**src/rtl/stack_unit_arbiter.sv**
```systemverilog
// Round-robin two-requester front end for the stack arithmetic unit: one command in flight at a time.
// Optional `define STACK_ARB_LOCK_EN lets the current winner hold priority via req_lock.
//
// state | meaning
// IDLE  | wait for a command, grant one requester
// ISSUE | check the depth precondition, pulse au_en if it holds
// WAIT  | count out the unit's latency
// RESP  | one-cycle response to the owner
module stack_unit_arbiter #(
  parameter int GAP_NORMAL = 2,
  parameter int GAP_LONG   = 3,
  parameter int DEPTH_MAX  = 1000
) (
  input  logic        clk,
  input  logic        nrst,
  input  logic [1:0]  req_valid,
  output logic [1:0]  req_ready,
  input  logic [1:0]  req_push,
  input  logic [5:0]  req_op,
  input  logic [31:0] req_d,
  input  logic [1:0]  req_lock,
  output logic        au_push,
  output logic        au_en,
  output logic [2:0]  au_op,
  output logic [15:0] au_d,
  input  logic [15:0] au_out,
  input  logic [9:0]  au_cnt,
  output logic        rsp_valid,
  output logic        rsp_id,
  output logic [15:0] rsp_data,
  output logic [9:0]  rsp_cnt,
  output logic        rsp_err
);

  typedef enum logic [1:0] {IDLE, ISSUE, WAIT, RESP} state_t;

  state_t      state_q, state_d;
  logic        rr_q, rr_d;
  logic        push_q, push_d;
  logic [2:0]  op_q, op_d;
  logic [15:0] d_q, d_d;
  logic        id_q, id_d;
  logic        err_q, err_d;
  logic [7:0]  wcnt_q, wcnt_d;

  logic        win;
  logic        lock_hold;
  logic        pass;
  logic        long_op;
  logic [7:0]  gap_m1;

  assign win = req_valid[rr_q] ? rr_q : ~rr_q;

`ifdef STACK_ARB_LOCK_EN
  assign lock_hold = win ? req_lock[1] : req_lock[0];
`else
  logic unused_lock;
  assign unused_lock = ^req_lock;
  assign lock_hold   = 1'b0;
`endif

  assign long_op = ~push_q & ((op_q == 3'd4) | (op_q == 3'd5));
  assign gap_m1  = long_op ? 8'(GAP_LONG - 1) : 8'(GAP_NORMAL - 1);

  always_comb begin
    pass = 1'b0;
    if (push_q) begin
      pass = ({1'b0, au_cnt} < 11'(DEPTH_MAX));
    end else begin
      case (op_q)
        3'd2, 3'd3, 3'd4: pass = (au_cnt > 10'd1);
        3'd5:             pass = ({6'b0, au_cnt} > au_out);
        default:          pass = (au_cnt != 10'd0);
      endcase
    end
  end

  always_comb begin
    state_d   = state_q;
    rr_d      = rr_q;
    push_d    = push_q;
    op_d      = op_q;
    d_d       = d_q;
    id_d      = id_q;
    err_d     = err_q;
    wcnt_d    = wcnt_q;
    req_ready = 2'b00;
    au_en     = 1'b0;
    au_push   = 1'b0;
    au_op     = 3'd0;
    au_d      = 16'd0;
    rsp_valid = 1'b0;
    rsp_id    = 1'b0;
    rsp_data  = 16'd0;
    rsp_cnt   = 10'd0;
    rsp_err   = 1'b0;
    case (state_q)
      IDLE: begin
        if (|req_valid) begin
          req_ready = win ? 2'b10 : 2'b01;
          push_d    = win ? req_push[1] : req_push[0];
          op_d      = win ? req_op[5:3] : req_op[2:0];
          d_d       = win ? req_d[31:16] : req_d[15:0];
          id_d      = win;
          err_d     = 1'b0;
          rr_d      = lock_hold ? win : ~win;
          state_d   = ISSUE;
        end
      end
      ISSUE: begin
        if (pass) begin
          au_en   = 1'b1;
          au_push = push_q;
          au_op   = op_q;
          au_d    = d_q;
          wcnt_d  = gap_m1;
          state_d = (gap_m1 == 8'd0) ? RESP : WAIT;
        end else begin
          err_d   = 1'b1;
          state_d = RESP;
        end
      end
      WAIT: begin
        wcnt_d = wcnt_q - 8'd1;
        if (wcnt_q <= 8'd1) state_d = RESP;
      end
      RESP: begin
        rsp_valid = 1'b1;
        rsp_id    = id_q;
        rsp_data  = au_out;
        rsp_cnt   = au_cnt;
        rsp_err   = err_q;
        state_d   = IDLE;
      end
      default: state_d = IDLE;
    endcase
  end

  always_ff @(posedge clk or negedge nrst) begin
    if (!nrst) begin
      state_q <= IDLE;
      rr_q    <= 1'b0;
      push_q  <= 1'b0;
      op_q    <= 3'd0;
      d_q     <= 16'd0;
      id_q    <= 1'b0;
      err_q   <= 1'b0;
      wcnt_q  <= 8'd0;
    end else begin
      state_q <= state_d;
      rr_q    <= rr_d;
      push_q  <= push_d;
      op_q    <= op_d;
      d_q     <= d_d;
      id_q    <= id_d;
      err_q   <= err_d;
      wcnt_q  <= wcnt_d;
    end
  end

endmodule

```
**config.mk**
```make
export PLATFORM = sky130hd
export DESIGN_NAME = stack_unit_arbiter
export DESIGN_NICKNAME = d
export VERILOG_FILES = /design/src/rtl/stack_unit_arbiter.sv
export SDC_FILE = /design/constraint.sdc
export NUM_CORES = 1
export LEC_CHECK = 0
export CAP_MARGIN = 5
export CORE_MARGIN = 5
export CORE_UTILIZATION = 43
export DETAILED_ROUTE_END_ITERATION = 7
export PLACE_DENSITY = 0.92
export SYNTH_ARGS = -nofsm -noshare
export SYNTH_HDL_FRONTEND = slang
export SYNTH_SLANG_ARGS = --single-unit
```
**constraint.sdc**
```tcl
create_clock -name clk -period 5.2 [get_ports clk]
set_clock_uncertainty 0.15 [all_clocks]
set_input_delay 0.52 -clock clk [delete_from_list [all_inputs] [get_ports clk]]
set_output_delay 0.52 -clock clk [all_outputs]
set_load 0.05 [all_outputs]
```
Word-level counts from Yosys, hierarchy flattened:

Cells that the tools add are included.

* register bits: 33
* bits of input ports: 72
* output and inout port bits: 52
* word-level logic and storage cells: 76

* add/subtract/negate cells: 1
* magnitude comparators: 5
* equal/unequal tests: 11
* muxes and demuxes: 35
* bitwise gates (word level): 5
* reductions and logical operators: 11

Operators with widths (count)
* 16-bit 2-to-1 mux: 4
* 10-bit by 16-bit > comparator with 1-bit output: 1
* 1-bit 2-to-1 mux: 16
* 8-bit one-hot mux with 2 select lines: 1
* 2-bit 2-to-1 mux: 6
* 10-bit by 1-bit > comparator with 1-bit output, second input constant: 1
* 10-bit less-than comparator, second input constant: 1
* 10-bit 2-to-1 mux: 1
* 10-bit nonzero test: 1
* 3-bit 2-to-1 mux: 3
* 8-bit by 1-bit less-or-equal comparator with 1-bit output, second input constant: 1
* 8-bit zero test: 1
* 8-bit 2-to-1 mux: 1
* 2-bit inequality test, second input constant: 4
* 2-bit one-hot mux with 4 select lines: 1
* 8-bit by 1-bit subtractor with 8-bit output, second input constant: 1
* 3-bit by 2-bit equality test with 1-bit output, second input constant: 2
* 3-bit equality test, second input constant: 2
* 2-bit AND reduction: 3
* 2-bit equality test, second input constant: 2
* 1-bit one-hot mux with 2 select lines: 2
* 2-bit nonzero test: 2
* 1-bit NOT: 3
* 3-bit AND reduction: 1
* other kinds (7): 7

Longest topological paths before layout:

Gate-level depths: netlist of the first run.

* depth after elaboration: 8
* gate-level depth with buffers: 9

Worst setup path after synthesis of the first run:

Ideal clock, no wire load.

* path kind: input -> output
* start point: in au_out[9]
* end point: out au_d[10]
* arrival: 2454 ps
* path slack: 2076 ps
* cell stages on the path: 9
* buffers on the path: 1
* path through: inv_1 > ha_1 > and4bb_2 > nand2_1 > a21oi_1 > o311ai_4 > a21boi_2 > buf_2 > and2_1

* cells in the longest elaborated chain, start to end: 5

Ends and longest elaborated chain
* from (decl): line 26 `input logic [15:0] au_out,`
* 10-bit by 16-bit > comparator with 1-bit output: line 72 `3'd5: pass = ({6'b0, au_cnt} > au_out);`
* 1-bit one-hot mux with 2 select lines: line 70 `case (op_q)`
* 1-bit 2-to-1 mux: line 67 `if (push_q) begin`
* 16-bit 2-to-1 mux: line 111 `if (pass) begin`
* 16-bit 2-to-1 mux: line 97 `case (state_q)`
* to (decl): line 25 `output logic [15:0] au_d,`

No other way between the ends.

Worst setup path after layout of the first run:

* start point: in au_out[9]
* end point: out au_d[0]

The elaborated chain is that of the path after synthesis.

==> run summary, run 1 <==
- **class of the most critical setup path** in -> out
- **htree depth** 2
- **biggest area consumer among synthesized cells** sky130_fd_sc_hd__dfrtp_1
- **cts hold-fix bufs** 0
- **final routed wire length divided by cell count** 16.1 µm
- **met2 layer wire length in the routed design** 3.87 mm
- **Worst Tran Pin Value** 808 ps
- **count of cells along the worst hold path** 2
- **sequential cell area fraction in the yosys report** 0.350
- **Lkg Pwr** 1.68 nW
- **fraction of synthesis flops using an asynchronous set or reset pin** 1.00
- **total area of sequential cells** 826 µm²
- **vias in the first global route** 2458
- **post-route insts no fill** 458
- **number of antenna violations at the first check in global routing** 0
- **number of input and output port buffers inserted** 121
- **multi-input gate area in the final layout** 0.00132 mm²
- **total length of routed met3 wires** 545 µm
- **f_max** 220 MHz
- **total grt overflow** 0
- **unrepaired setup endpoints after global routing** false
- **YS warnings** 0
- **Netlist cell types** 49
- **worst r2r path cells** 6
- **remaining number of nets flagged by the antenna check after routing** 0
- **maximum vdd drop** 0.358 mV
- **Highest Signal Layer** met4
- **max-cap violations** 0
- **placer congestion estimate** 0.860
- **std cell rows** 27
- **buffers from clock root to sink, at most** 2
- **number of buffers added for setup after CTS** 0
- **residual DRC count** 10
- **total of cells resized after clock tree synthesis** 0
- **overall die area** 0.00706 mm²
- **global-route wire length before repair** 11.8 mm
- **Synthesized Nets** 352
- **Post-Route M1 WL** 2.83 mm
- **Netlist Area Pre-Place** 0.00236 mm²
- **first drt pass iteration count** 8
- **post-synthesis register bit count** 33
- **total number of vias** 2521
- **clock root buffer master** sky130_fd_sc_hd__clkbuf_8
- **number of clock sinks seen by CTS** 33
- **Placed Cells** 450
- **share of post-route cells with drive strength above 1** 0.0648
- **CTS tree** done
- **count of endpoints failing setup in the final report** 0
- **All-Layer GR Usage** 0.202
- **largest fanout of any net on the critical path** 21
- **Required @ worst endpoint** 4530 ps
- **Post-Syn Instances** 264
- **part of the cycle the worst path needs** 0.872
- **Area growth syn-to-layout** 59.6%
- **share of the synthesized area in the top cell type** 0.350
- **count of routing violations after the opening detailed-route iteration** 286
- **Detailed Place HPWL** 5.66 mm
- **worst relative slew slack** 0.458
- **Core Box Area** 0.00541 mm²
- **failing checks** DRC
- **dominant register cell in the synthesized netlist** sky130_fd_sc_hd__dfrtp_1
- **diodes inserted** 0
- **post-detailed-routing wire length** 7.38 mm
- **post-route design area** 0.00376 mm²
- **post-synthesis area per instance** 8.93 µm²
- **routed vias/inst** 5.50
- **Synth area leaders** sky130_fd_sc_hd__dfrtp_1, sky130_fd_sc_hd__and2_1, sky130_fd_sc_hd__a222oi_1
- **Post-Route Utilization** 0.696
- **final-layout setup total negative slack** 0 ps
- **I/O pin cnt** 124
- **fillcell total** 390
- **die width** 84.0 µm
- **status** finished with violations
- **number of buffers inserted during clock tree synthesis** 5
- **kind of start point of the critical path** input port
- **power density normalized to cell area** 563 mW/mm²
- **endpoint arrival time on the critical path** 3870 ps
- **clock-pin slew reported for the worst setup and hold paths after clock tree synthesis** 70 ps
- **number of hold violations in the final report** 0
- **Post-layout nets** 473
- **Die Span Y** 84.0 µm
- **maximum number of pins on one net before global-route repair** 34
- **initial core utilization** 0.436
- **count of final max-slew check failures** 0
- **placed cell areas** 0.00364 mm²
- **clock latency at the later pin of the worst-skew pair** 290 ps
- **CP endpoint kind** output port
- **Final min period** 4540 ps
- **HP Class** reg -> reg
- **number of synthesized flops with an enable pin** 0
-- power by group --
| group | switching, mW | leakage, nW | internal (mW) |
|---|---|---|---|
| combinational | 0.892 | 1.21 | 0.514 |
| clock | 0.0965 | 0.0585 | 0.156 |
| sequential | 0.0830 | 0.413 | 0.376 |
| total | 1.07 | 1.68 | 1.05 |
-- worst paths after layout --
path,startpoint,endpoint,slack [ps]
max in group asynchronous,nrst,err_q,4110
min in group asynchronous,nrst,wcnt_q[5],480
worst max-delay path,au_out[9],au_d[0],660
worst min-delay path,d_q[4],d_q[4],340
worst min register to register,d_q[4],d_q[4],340
worst max register to register,state_q[0],state_q[0],3060
-- logic make-up after synthesis --
group | Yosys count | synth area share
buffers and inverters | 55 | 0.0886
AND/OR/NAND/NOR | 93 | 0.240
adder cells (fa/ha/maj) | 16 | 0.0849
AO/OA/AOI/OAI | 65 | 0.227
multiplexers | 2 | 0.00849
flip-flops | 33 | 0.350
-- worst max-delay path, stage by stage --
cell,delay (ps)
sky130_fd_sc_hd__clkdlybuf4s50_1,460
sky130_fd_sc_hd__inv_1,50
sky130_fd_sc_hd__ha_1,280
sky130_fd_sc_hd__and4bb_2,240
sky130_fd_sc_hd__nand2_1,70
sky130_fd_sc_hd__a21oi_1,260
sky130_fd_sc_hd__o311ai_4,180
sky130_fd_sc_hd__a21boi_2,680
sky130_fd_sc_hd__and2_1,250
sky130_fd_sc_hd__clkdlybuf4s50_1,850
-- synthesized netlist by cell type (3+ instances only) --
master and n:
sky130_fd_sc_hd__nand4_1 3, sky130_fd_sc_hd__nor2_1 7, sky130_fd_sc_hd__nand3_1 4, sky130_fd_sc_hd__and2_1 47
sky130_fd_sc_hd__a21oi_1 11, sky130_fd_sc_hd__o21ai_0 9, sky130_fd_sc_hd__inv_1 44, sky130_fd_sc_hd__ha_1 16
sky130_fd_sc_hd__nand2_1 7, sky130_fd_sc_hd__clkbuf_1 9, sky130_fd_sc_hd__o211ai_1 5, sky130_fd_sc_hd__dfrtp_1 33
sky130_fd_sc_hd__a222oi_1 20, sky130_fd_sc_hd__nor3_1 6
-- final cells by class --
class                   count  share of cell area
well taps                  72              0.0240
clock buffers               7              0.0230
repair buffers            125               0.330
multi-input cells         176               0.352
inverters                  44              0.0439
flip-flops and latches     33               0.220
clock inverters             1             0.00798
-- stage by stage --
stage          hold WS (ps)  setup slack, ps  power, mW
4_1_cts                 346              658       2.12
3_3_place_gp            310              726       1.81
5_1_grt                 373              508       2.24
3_5_place_dp            319              646       1.86
2_1_floorplan          74.4             2080       1.41
6_report                342              665       2.12
-- registers in the layout, summed over array words and instances, names as in the netlist --
name	cells
op_q	3
d_q	16
push_q	1
state_q	2
rr_q	1
wcnt_q	8
id_q	1
err_q	1
-- layer usage --
layer / vias to the layer above / global-route usage
li1: 1187 / -
met1: 1184 / 0.231
met2: 135 / 0.377
met3: 15 / 0.0434
met4: 0 / 0.0497
met5: - / 0
-- cell usage in the layout (no fill, tap or decap), types with 2 or more instances in the layout --
cell type / synthesis / routed
sky130_fd_sc_hd__a21oi_1: 11 / 11
sky130_fd_sc_hd__nand2_1: 7 / 7
sky130_fd_sc_hd__dfrtp_1: 33 / 33
sky130_fd_sc_hd__o22ai_1: 2 / 2
sky130_fd_sc_hd__o211ai_1: 5 / 5
sky130_fd_sc_hd__nor3_1: 6 / 6
sky130_fd_sc_hd__or2_2: 2 / 2
sky130_fd_sc_hd__buf_4: 0 / 4
sky130_fd_sc_hd__or4_1: 2 / 2
sky130_fd_sc_hd__o21ai_1: 1 / 2
sky130_fd_sc_hd__or3_1: 2 / 2
sky130_fd_sc_hd__inv_1: 44 / 44
sky130_fd_sc_hd__clkbuf_8: 0 / 6
sky130_fd_sc_hd__a222oi_1: 20 / 20
sky130_fd_sc_hd__o21ai_0: 9 / 8
sky130_fd_sc_hd__ha_1: 16 / 16
sky130_fd_sc_hd__nand3b_1: 2 / 2
sky130_fd_sc_hd__nand2b_1: 2 / 2
sky130_fd_sc_hd__mux2i_1: 2 / 2
sky130_fd_sc_hd__nor2_1: 7 / 7
sky130_fd_sc_hd__and2_1: 47 / 47
sky130_fd_sc_hd__nand3_1: 4 / 4
sky130_fd_sc_hd__nand4_1: 3 / 3
sky130_fd_sc_hd__clkdlybuf4s50_1: 0 / 121
Power figures use the tool's default switching activity.
==> inputs of run 2 (changes only) <==
- CORE_MARGIN: 5 -> not set
==> run 2 against run 1 <==
Compared with the run above:
- the run now ends clean
- critical path depth grew 1
- global-route usage grew 4.3 points
- routed wire length shrank 8.3%
- via count shrank 1.5%
- flip-flop and latch count is the same
- sequential share of layout area grew 0.15 points
- register-to-register slack lost 170 ps
- count of clock-buffer cells in the layout is the same
==> run summary, run 2 (synthesized netlist as in run 1, its figures left out) <==
- **status** complete, no violations
- **Post-Route Utilization** 0.718
- **most used cells in the layout excluding fill and tap cells** sky130_fd_sc_hd__clkdlybuf4s50_1, sky130_fd_sc_hd__and2_1, sky130_fd_sc_hd__inv_1, sky130_fd_sc_hd__dfrtp_1, sky130_fd_sc_hd__a222oi_1
- **count of endpoints failing setup in the final report** 0
- **global-route wire length before repair** 11.7 mm
- **FF-to-FF setup slack** 2890 ps
- **cts hold-fix bufs** 0
- **HP Start** d_q[4]
- **critical path launch point** au_out[1]
- **clock root buffer master** sky130_fd_sc_hd__clkbuf_8
- **class of the most critical setup path** in -> out
- **reg-to-reg startpoint** state_q[0]
- **Final min period** 4400 ps
- **most flop-heavy register** d_q
- **initial core utilization** 0.453
- **destination of the worst register-to-register timing path** d_q[7]
- **Placed Cells** 448
- **total of cells resized after clock tree synthesis** 0
- **worst relative slew slack** 0.287
- **total grt overflow** 0
- **number of buffers added for setup after CTS** 0
- **vias in the first global route** 2454
- **clock latency at the later pin of the worst-skew pair** 280 ps
- **share of post-route cells with drive strength above 1** 0.0675
- **post-detailed-routing wire length** 6.77 mm
- **kind of start point of the critical path** input port
- **endpoint of the worst hold path** d_q[4]
- **number of clock sinks seen by CTS** 33
- **largest fanout of any net on the critical path** 14
- **multi-input gate area in the final layout** 0.00133 mm²
- **Die Span Y** 76.0 µm
- **largest registers** d_q x16, wcnt_q x8, op_q x3
- **HP Class** reg -> reg
- **die width** 76.0 µm
- **buffers from clock root to sink, at most** 2
- **count of final max-slew check failures** 0
- **total area of sequential cells** 826 µm²
- **fillcell total** 415
- **count of cells along the worst hold path** 2
- **maximum vdd drop** 0.374 mV
- **count of routing violations after the opening detailed-route iteration** 147
- **first drt pass iteration count** 4
- **overall die area** 0.00578 mm²
- **part of the cycle the worst path needs** 0.846
- **htree depth** 2
- **CTS tree** done
- **most common cell after layout, fill and taps aside** sky130_fd_sc_hd__clkdlybuf4s50_1
- **Core Box Area** 0.00520 mm²
- **maximum number of pins on one net before global-route repair** 34
- **All-Layer GR Usage** 0.245
- **worst r2r path cells** 6
- **max-cap violations** 0
- **total number of vias** 2482
- **Required @ worst endpoint** 4530 ps
- **power density normalized to cell area** 547 mW/mm²
- **Detailed Place HPWL** 5.23 mm
- **number of buffers inserted during clock tree synthesis** 5
- **number of antenna violations at the first check in global routing** 0
- **residual DRC count** 0
- **Area growth syn-to-layout** 58.5%
- **final routed wire length divided by cell count** 14.9 µm
- **unrepaired setup endpoints after global routing** false
- **I/O pin cnt** 124
- **post-route insts no fill** 455
- **diodes inserted** 0
- **std cell rows** 26
- **clock-pin slew reported for the worst setup and hold paths after clock tree synthesis** 60 ps
- **Largest register FFs** 16
- **Worst Tran Pin Value** 1070 ps
- **placer congestion estimate** 0.900
- **remaining number of nets flagged by the antenna check after routing** 0
- **f_max** 227 MHz
- **Post-layout nets** 473
- **number of input and output port buffers inserted** 121
- **Lkg Pwr** 1.67 nW
- **final-layout setup total negative slack** 0 ps
- **endpoint arrival time on the critical path** 3730 ps
- **routed vias/inst** 5.45
- **CP endpoint kind** output port
- **number of hold violations in the final report** 0
## run 2: changes by cell type in the layout (fill, tap and decap cells not counted)
cell / previous run / this run
sky130_fd_sc_hd__a21oi_1: 11 / 9
sky130_fd_sc_hd__a21oi_2: 0 / 2
sky130_fd_sc_hd__bufinv_16: 1 / 0
## run 2: how the worst max path moves through the flow
stage	end	slack [ps]
after floorplan	au_d[10]	2080
after global placement	au_d[5]	920
after detailed placement	au_d[2]	860
after CTS	au_d[4]	820
after global routing	au_d[4]	640
final	au_d[4]	800
## run 2: final cells by class
type,count,share of cell area
Multi-Input combinational cell,176,0.356
Timing Repair Buffer,125,0.332
Sequential cell,33,0.221
Inverter,44,0.0442
Tap cell,70,0.0234
Clock buffer,7,0.0231
## run 2: metrics by stage
| step | total power [mW] | hold slack, ps | worst slack, ps | cell area, µm² |
|---|---|---|---|---|
| 3_5_place_dp | 1.85 | 314 | 859 | 3650 |
| 5_1_grt | 2.19 | 366 | 642 | 3740 |
| 6_report | 2.04 | 327 | 802 | 3740 |
| 2_1_floorplan | 1.41 | 74.4 | 2080 | 2360 |
| 4_1_cts | 2.05 | 331 | 823 | 3740 |
| 3_3_place_gp | 1.82 | 311 | 921 | 3650 |
## run 2: critical path, stage by stage
cell and delay, ps:
sky130_fd_sc_hd__clkdlybuf4s50_1 480, sky130_fd_sc_hd__inv_1 50, sky130_fd_sc_hd__ha_1 290, sky130_fd_sc_hd__nor2b_1 170
sky130_fd_sc_hd__o211ai_1 110, sky130_fd_sc_hd__a21oi_1 290, sky130_fd_sc_hd__o311ai_4 190, sky130_fd_sc_hd__a21boi_2 380
sky130_fd_sc_hd__buf_4 260, sky130_fd_sc_hd__and2_1 160, sky130_fd_sc_hd__clkdlybuf4s50_1 820
## run 2: where the power goes
part           switching, mW  internal (mW)
registers             0.0781          0.376
clock network         0.0892          0.105
logic                  0.877          0.518
total                   1.04          0.999
## run 2: layer usage
| metal | part of all wire | GRT usage | wire [µm] |
|---|---|---|---|
| met1 | 0.42 | 0.312 | 2830 |
| met2 | 0.50 | 0.416 | 3400 |
| met3 | 0.067 | 0.0551 | 454 |
| met4 | 0.012 | 0.0712 | 80 |
| met5 | 0 | 0 | 0 |
==> inputs of run 3 (changes only) <==
- CORE_UTILIZATION: 43 -> 36
- PLACE_DENSITY: 0.92 -> 0.82
- clock period: 5.2 -> 3.98 ns (I/O delays scaled with it)
==> run 3 against run 2 <==
Compared with the run above:
- die area up 19%
- critical endpoint is now au_d[10]
- first-iteration DRC count up 50%
- clock power up 24%
- via count down 0.36%
- total power up 40%
- largest cell class is now non-clock buffers
- routed wire length up 4.8%
==> run summary, run 3 (synthesized netlist as in run 1, its figures left out) <==
- **global-route wire length before repair** 11.8 mm
- **critical path launch point** au_out[9]
- **proportion of power drawn by flip-flops and latches** 0.209
- **initial core utilization** 0.371
- **clock latency at the later pin of the worst-skew pair** 280 ps
- **internal power contribution** 1.44 mW
- **most common cell after layout, fill and taps aside** sky130_fd_sc_hd__clkdlybuf4s50_1
- **number of antenna violations at the first check in global routing** 0
- **buffers from clock root to sink, at most** 2
- **endpoint arrival time on the critical path** 3190 ps
- **clock-pin slew reported for the worst setup and hold paths after clock tree synthesis** 60 ps
- **kind of start point of the critical path** input port
- **die width** 82.9 µm
- **f_max** 268 MHz
- **CP endpoint kind** output port
- **share of total power consumed by net switching** 0.497
- **most flop-heavy register** d_q
- **Post-layout nets** 473
- **Detailed Place HPWL** 5.42 mm
- **Worst path slowest cell** sky130_fd_sc_hd__a21boi_2
- **unrepaired setup endpoints after global routing** false
- **power density normalized to cell area** 726 mW/mm²
- **number of buffers added for setup after CTS** 0
- **vias in the first global route** 2498
- **cell breakdown of the critical path** clkdlybuf4s50_1 > inv_1 > ha_1 > and4bb_2 > nand2_1 > a21oi_1 > o311ai_4 > a21boi_2 > and2_1 > buf_12
- **placed cell areas** 0.00386 mm²
- **clock root buffer master** sky130_fd_sc_hd__clkbuf_8
- **count of routing violations after the opening detailed-route iteration** 221
- **Required @ worst endpoint** 3430 ps
- **Lkg Pwr** 1.77 nW
- **maximum vdd drop** 0.490 mV
- **All-Layer GR Usage** 0.207
- **Comb pwr share** 0.707
- **HP Start** d_q[9]
- **HP Class** reg -> reg
- **delay of the slowest cell on the worst path** 740 ps
- **first drt pass iteration count** 6
- **total of cells resized after clock tree synthesis** 0
- **diodes inserted** 0
- **maximum number of pins on one net before global-route repair** 34
- **I/O pin cnt** 124
- **fillcell total** 492
- **residual DRC count** 0
- **Die Span Y** 82.9 µm
- **overall die area** 0.00688 mm²
- **number of clock sinks seen by CTS** 33
- **number of buffers inserted during clock tree synthesis** 5
- **share of post-route cells with drive strength above 1** 0.114
- **routed vias/inst** 5.34
- **std cell rows** 29
- **Area growth syn-to-layout** 67.2%
- **worst relative slew slack** 0.403
- **part of the cycle the worst path needs** 0.939
- **final-layout setup total negative slack** 0 ps
- **remaining number of nets flagged by the antenna check after routing** 0
- **Worst Tran Pin Value** 890 ps
- **largest fanout of any net on the critical path** 21
- **post-detailed-routing wire length** 7.09 mm
- **final routed wire length divided by cell count** 15.3 µm
- **placer congestion estimate** 0.831
- **Net Sw Power** 1.42 mW
- **post-route design area** 0.00394 mm²
- **most used cells in the layout excluding fill and tap cells** sky130_fd_sc_hd__clkdlybuf4s50_1, sky130_fd_sc_hd__and2_1, sky130_fd_sc_hd__inv_1, sky130_fd_sc_hd__dfrtp_1, sky130_fd_sc_hd__buf_12
- **max-cap violations** 0
- **number of input and output port buffers inserted** 121
- **number of hold violations in the final report** 0
- **Final min period** 3740 ps
- **Largest register FFs** 16
- **total grt overflow** 0
- **total number of vias** 2473
- **Core Box Area** 0.00635 mm²
- **fraction of power consumed by the clock network** 0.084
- **reg-to-reg startpoint** state_q[0]
- **count of final max-slew check failures** 0
- **cts hold-fix bufs** 0
- **htree depth** 2
- **CTS tree** done
- **class of the most critical setup path** in -> out
- **largest registers** d_q x16, wcnt_q x8, op_q x3
- **count of endpoints failing setup in the final report** 0
- **status** complete, no violations
## run 3: critical path, delay by kind of cell
kind                     cells  cell delay [ps]
AO/OA/AOI/OAI                3             1190
adder cells (fa/ha/maj)      1              280
buffers and inverters        3              700
AND/OR/NAND/NOR              3              610
## run 3: power groups by stage
stage                     Combinational (mW)  Sequential [mW]  Clock (mW)
after floorplan                         1.28            0.566           0
after detailed placement                2.03            0.599           0
after CTS                               2.03            0.594       0.248
after global routing                    2.16            0.619       0.261
final                                   2.02            0.597       0.240
after global placement                  1.97            0.591           0
## run 3: cell type report
cell class,count,area [µm²],area share
Inverter,44,165,0.0419
Timing Repair Buffer,125,1450,0.368
Tap cell,77,96.3,0.0244
Multi-Input combinational cell,176,1320,0.336
Sequential cell,33,826,0.210
Clock buffer,8,80.1,0.0203
## run 3: stage by stage
stage               cells  power (mW)  hold slack [ps]  setup WS [ps]  utilization
floorplan             264        1.85            -47.6           1100            -
global placement      455        2.56              310            257        0.608
detailed placement    455        2.62              320            203        0.608
CTS                   463        2.87              335            187        0.621
global route          463        3.04              363           35.1        0.621
finish                463        2.86              332            242        0.621
## run 3: worst paths after layout
path / endpoint / slack, ps / cells after the start
worst max-delay path: au_d[10] / 240 / 10
worst min-delay path: d_q[9] / 330 / 2
worst max register to register: state_q[0] / 1930 / 6
worst min register to register: d_q[9] / 330 / 2
max in group asynchronous: d_q[4] / 2990 / 2
min in group asynchronous: d_q[13] / 370 / 2
## run 3: routing by layer
layer  share of wire  vias up  GRT usage  routed length (µm)
li1                -     1188          -                   -
met1            0.41     1156      0.254                2940
met2            0.52      115      0.361                3650
met3           0.052       14     0.0398                 372
met4           0.018        0     0.0752                 125
met5               0        -          0                   0
